`config.mk`:
```
export PLATFORM = sky130hd
export DESIGN_NAME = mem_arbiter
export DESIGN_NICKNAME = d
export VERILOG_FILES = /design/src/rtl/mem_arbiter.sv
export SDC_FILE = /design/constraint.sdc
export NUM_CORES = 1
export LEC_CHECK = 0
export ABC_AREA = 0
export CORE_AREA = 2 2 108 110
export DETAILED_ROUTE_END_ITERATION = 10
export DIE_AREA = 0 0 110 112
export HOLD_SLACK_MARGIN = 0.1
export PLACE_DENSITY = 0.78
export SYNTH_ARGS = -nofsm -noshare
export SYNTH_HDL_FRONTEND = slang
export SYNTH_SLANG_ARGS = --single-unit
export TNS_END_PERCENT = 20
```
`constraint.sdc`:
```
create_clock -name clk -period 3.3 [get_ports clk]
set_input_delay 0.825 -clock clk [delete_from_list [all_inputs] [get_ports clk]]
set_output_delay 0.825 -clock clk [all_outputs]
set_load 0.005 [all_outputs]
```
`src/rtl/mem_arbiter.sv`:
```
// Arbitrates one fixed-latency single-port memory between instruction fetch (IF)
// and load/store (DM); DM has priority, with a starvation limit that protects fetch.
module mem_arbiter #(
    parameter int ADDR_W     = 32,
    parameter int DATA_W     = 32,
    parameter int MEM_LAT    = 2,
    parameter int STARVE_MAX = 4
) (
    input  logic                clk,
    input  logic                rst_n,
    input  logic                if_req,
    input  logic [ADDR_W-1:0]   if_addr,
    output logic                if_gnt,
    output logic                if_rvalid,
    output logic [DATA_W-1:0]   if_rdata,
    input  logic                dm_req,
    input  logic                dm_we,
    input  logic [ADDR_W-1:0]   dm_addr,
    input  logic [DATA_W-1:0]   dm_wdata,
    input  logic [DATA_W/8-1:0] dm_wstrb,
    output logic                dm_gnt,
    output logic                dm_rvalid,
    output logic [DATA_W-1:0]   dm_rdata,
    output logic                mem_en,
    output logic                mem_we,
    output logic [ADDR_W-1:0]   mem_addr,
    output logic [DATA_W-1:0]   mem_wdata,
    output logic [DATA_W/8-1:0] mem_wstrb,
    input  logic [DATA_W-1:0]   mem_rdata,
    output logic                dbg_state,
    output logic [3:0]          dbg_starve
);

    // Handshake: a requester holds req (and its address/data) until it sees gnt;
    // the transfer happens in the cycle where req and gnt are both high. rvalid is
    // an unconditional one-cycle pulse with no back-pressure.

    typedef enum logic {
        IDLE = 1'b0,
        BUSY = 1'b1
    } state_t;

    localparam logic [3:0] LAT  = 4'(MEM_LAT);
    localparam logic [3:0] SMAX = 4'(STARVE_MAX);

    state_t            state;
    logic [3:0]        lat_cnt;
    logic [3:0]        starve;
    logic              owner_dm;
    logic [DATA_W-1:0] if_rdata_q;
    logic [DATA_W-1:0] dm_rdata_q;

    logic resp;
    logic eligible;
    logic dm_win;

    // The response cycle doubles as the next grant slot, giving one access per MEM_LAT cycles.
    assign resp     = (state == BUSY) && (lat_cnt == LAT);
    assign eligible = rst_n && ((state == IDLE) || resp);
    assign dm_win   = dm_req && (!if_req || (starve < SMAX));

    assign if_gnt = eligible && if_req && !dm_win;
    assign dm_gnt = eligible && dm_win;

    assign mem_en    = if_gnt || dm_gnt;
    assign mem_we    = dm_gnt && dm_we;
    assign mem_addr  = dm_gnt ? dm_addr : if_addr;
    assign mem_wdata = dm_gnt ? dm_wdata : '0;
    assign mem_wstrb = mem_we ? dm_wstrb : '0;

    assign if_rvalid = resp && !owner_dm;
    assign dm_rvalid = resp && owner_dm;
    assign if_rdata  = if_rvalid ? mem_rdata : if_rdata_q;
    assign dm_rdata  = dm_rvalid ? mem_rdata : dm_rdata_q;

    assign dbg_state  = state;
    assign dbg_starve = starve;

    always_ff @(posedge clk or negedge rst_n) begin
        if (!rst_n) begin
            state      <= IDLE;
            lat_cnt    <= 4'd0;
            starve     <= 4'd0;
            owner_dm   <= 1'b0;
            if_rdata_q <= '0;
            dm_rdata_q <= '0;
        end else begin
            if (mem_en) begin
                state    <= BUSY;
                lat_cnt  <= 4'd1;
                owner_dm <= dm_gnt;
            end else if (resp) begin
                state   <= IDLE;
                lat_cnt <= 4'd0;
            end else if (state == BUSY) begin
                lat_cnt <= lat_cnt + 4'd1;
            end

            if (if_rvalid) if_rdata_q <= mem_rdata;
            if (dm_rvalid) dm_rdata_q <= mem_rdata;

            // Counts DM wins only while fetch is actually waiting.
            if (!if_req || if_gnt) begin
                starve <= 4'd0;
            end else if (dm_gnt && (starve < SMAX)) begin
                starve <= starve + 4'd1;
            end
        end
    end

endmodule
```
==> flow_metrics.tcl <==
set metrics [dict create \
    status "complete, but fails checks" \
    violations "setup timing" \
    via_per_inst 4.63 \
    yosys.cell_types.count 35 \
    synth_seq_cells 74 \
    syn_avg_cell_area_sq_um 13.8 \
    irDropWorstVdd_uv 385 \
    final_util_pct 65.6 \
    finalMaxSlewViolations 0 \
    powerDensity_nw_per_um2 725 \
    syn2layout_area_growth_pct 93.4 \
    syn_inst 274 \
    drive_gt1_share_pct 26.6 \
    grt_pass1_vias 3731 \
    syn-num-nets 414 \
    fin_crit_ns 3.31 \
    setup_violations 5 \
    start_util_pct 33.9 \
    async_flop_share_pct 100 \
    drc 0 \
    die-area_sq_um 12300 \
    nFillCells 861 \
    vias 3380 \
    hold_violations 0 \
    drtPass1Iterations 4 \
    required_ns 2.47 \
    layout_commonest_cell "clkdlybuf4s50_1" \
    skew_ns 0.00573 \
    clockBufferDepth 2 \
    postLayoutCellArea_sq_um 7340 \
    start_kind "register" \
    fmax_mhz 302 \
    crit_fanout 7 \
    path_class "register to output pin" \
    die_w_um 110 \
    multiInputGateArea_sq_um 1820 \
    drt_wl_total_mm 13.2 \
    dp_hpwl_mm 10.3 \
    mostFrequentLayoutCells "193 x clkdlybuf4s50_1, 73 x dfrtp_1, 64 x dlygate4sd2_1, 52 x mux2_2, 44 x mux2_4" \
    rows 39 \
    synth.yosys.seq_area_share_pct 48.8 \
    grt_usage_pct 20.9 \
    setup_ws_ns -0.00834 \
    core-area_sq_um 11200 \
    clkLatencyLatePin_ns 0.32 \
    cts.sinks 74 \
    dr.first_iter.drc_count 107 \
    area.sequential_sq_um 1850 \
    arrival_ns 2.48 \
    ctsHtreeMaxLevel 3 \
    relSlewSlack_pct 50.1 \
    wl_per_cell_um 18.1 \
    place_congestion 1.02 \
    worst_slew_pin_slew_ns 0.749 \
    grt_max_degree 62 \
    antenna_left 0 \
    yosys_warnings 0 \
    rsz0062_at_grt "yes" \
    overflow 0 \
    cts-root-buf "clkbuf_16" \
    clk_pin_slew_ns 0.06 \
    grt_first_pass_wirelength_mm 19.7 \
    placed_area_sq_um 6800 \
    synth-edff-count 0 \
    cts_buffers 9 \
    finalCritPeriodShare_pct 100 \
    synth_ff_type "dfrtp_1" \
    antenna_found_initial 0 \
    die_h_um 112 \
    syn_area_sq_um 3790 \
    place_ws_ns -0.252 \
    io_buffers 279 \
    tritoncts "yes" \
    max_cap_violations 0 \
    endpoint_kind "output pin" \
    holdCritPathClass "register to register" \
    final_nets 722 \
    fin_total_pwr_mw 5.32 \
    postCtsHoldBufs 0 \
    total_leakage_power_nw 3.49 \
    io_pins 280 \
    diodes 0 \
]
through the flow:
stage,TNS (ns),cells,hold WS [ns]
floorplan,0,274,0.477
global placement,-11.80,698,0.475
detailed placement,-13.04,698,0.481
CTS,-1.54,728,0.494
global route,-4.13,730,0.502
finish,-0.0315,730,0.490
metal layers:
layer  up-vias  global-route usage [%]  wire length (um)
li1       1574                       -                 -
met1      1636                    24.8              5050
met2       158                    36.9              6970
met3        12                    5.15              1050
met4         0                    5.74               161
met5         -                       0                 0
cells by family (layout without fill, tap and decap cells):
kind of cell,after synthesis,count (layout),share of synthesized area [%]
buf+inv,24,337,4.12
flops,74,74,48.8
mux,98,98,32.8
simple gates,58,58,9.96
fa+ha+maj,3,3,0.990
compound gates,17,17,3.30
what timing repair did:
| item | CTS | global route |
|---|---|---|
| gates cloned | 4 | 1 |
| pin swaps | 1 | 1 |
| gates resized for setup | 82 | 30 |
| setup endpoints to repair | 104 | 73 |
| setup buffers | 10 | 1 |
synthesized netlist by cell type, types with 3 or more instances:
cell type	number	share of area, %
inv_1	7	0.69
ha_1	3	0.99
buf_6	8	2.4
buf_2	4	0.53
and2_1	33	5.4
mux2_2	58	17
nand2_1	6	0.59
and3_1	4	0.66
o21ai_0	5	0.66
nand3_1	3	0.40
mux2_4	38	15
a21oi_1	3	0.40
dfrtp_1	74	49
sequential cells by signal (all words and copies together) (netlist names):
register and count:
dm_rdata_q 32, if_rdata_q 32, dbg_starve 4, lat_cnt 4, dbg_state 1, owner_dm 1
worst max-delay path, cell delays in order (launching register included):
cell and delay (ns):
dfrtp_1 0.39, inv_2 0.07, ha_4 0.15, nor3b_4 0.27
o2111ai_4 0.25, buf_4 0.23, buf_6 0.11, buf_16 0.13
mux2_4 0.29, dlygate4sd2_1 0.26
power breakdown:
part / internal [mW] / leakage, nW / switching, mW
Combinational: 1.79 / 2.47 / 1.00
Sequential: 1.35 / 0.871 / 0.146
Clock: 0.664 / 0.153 / 0.364
Total: 3.81 / 3.49 / 1.51
worst paths after layout:
path	from	end	slack [ns]	depth (start not counted)
worst max-delay path	lat_cnt[0]	mem_addr[4]	-0.008	9
worst min-delay path	if_rdata_q[18]	if_rdata_q[18]	0.49	1
worst max register to register	lat_cnt[0]	if_rdata_q[9]	1.37	7
worst min register to register	if_rdata_q[18]	if_rdata_q[18]	0.49	1
max in group asynchronous	rst_n	if_rdata_q[22]	2.08	2
min in group asynchronous	rst_n	dm_rdata_q[2]	0.51	2
cell type report:
cell class	instances	area share (%)
clock inverter	6	1.23
tap	143	2.44
multi-input combinational	176	24.9
timing repair buffer	312	42.6
sequential	74	25.3
clock buffer	10	3.12
inverter	9	0.461
No activity file was read; power rests on OpenSTA's default activity.
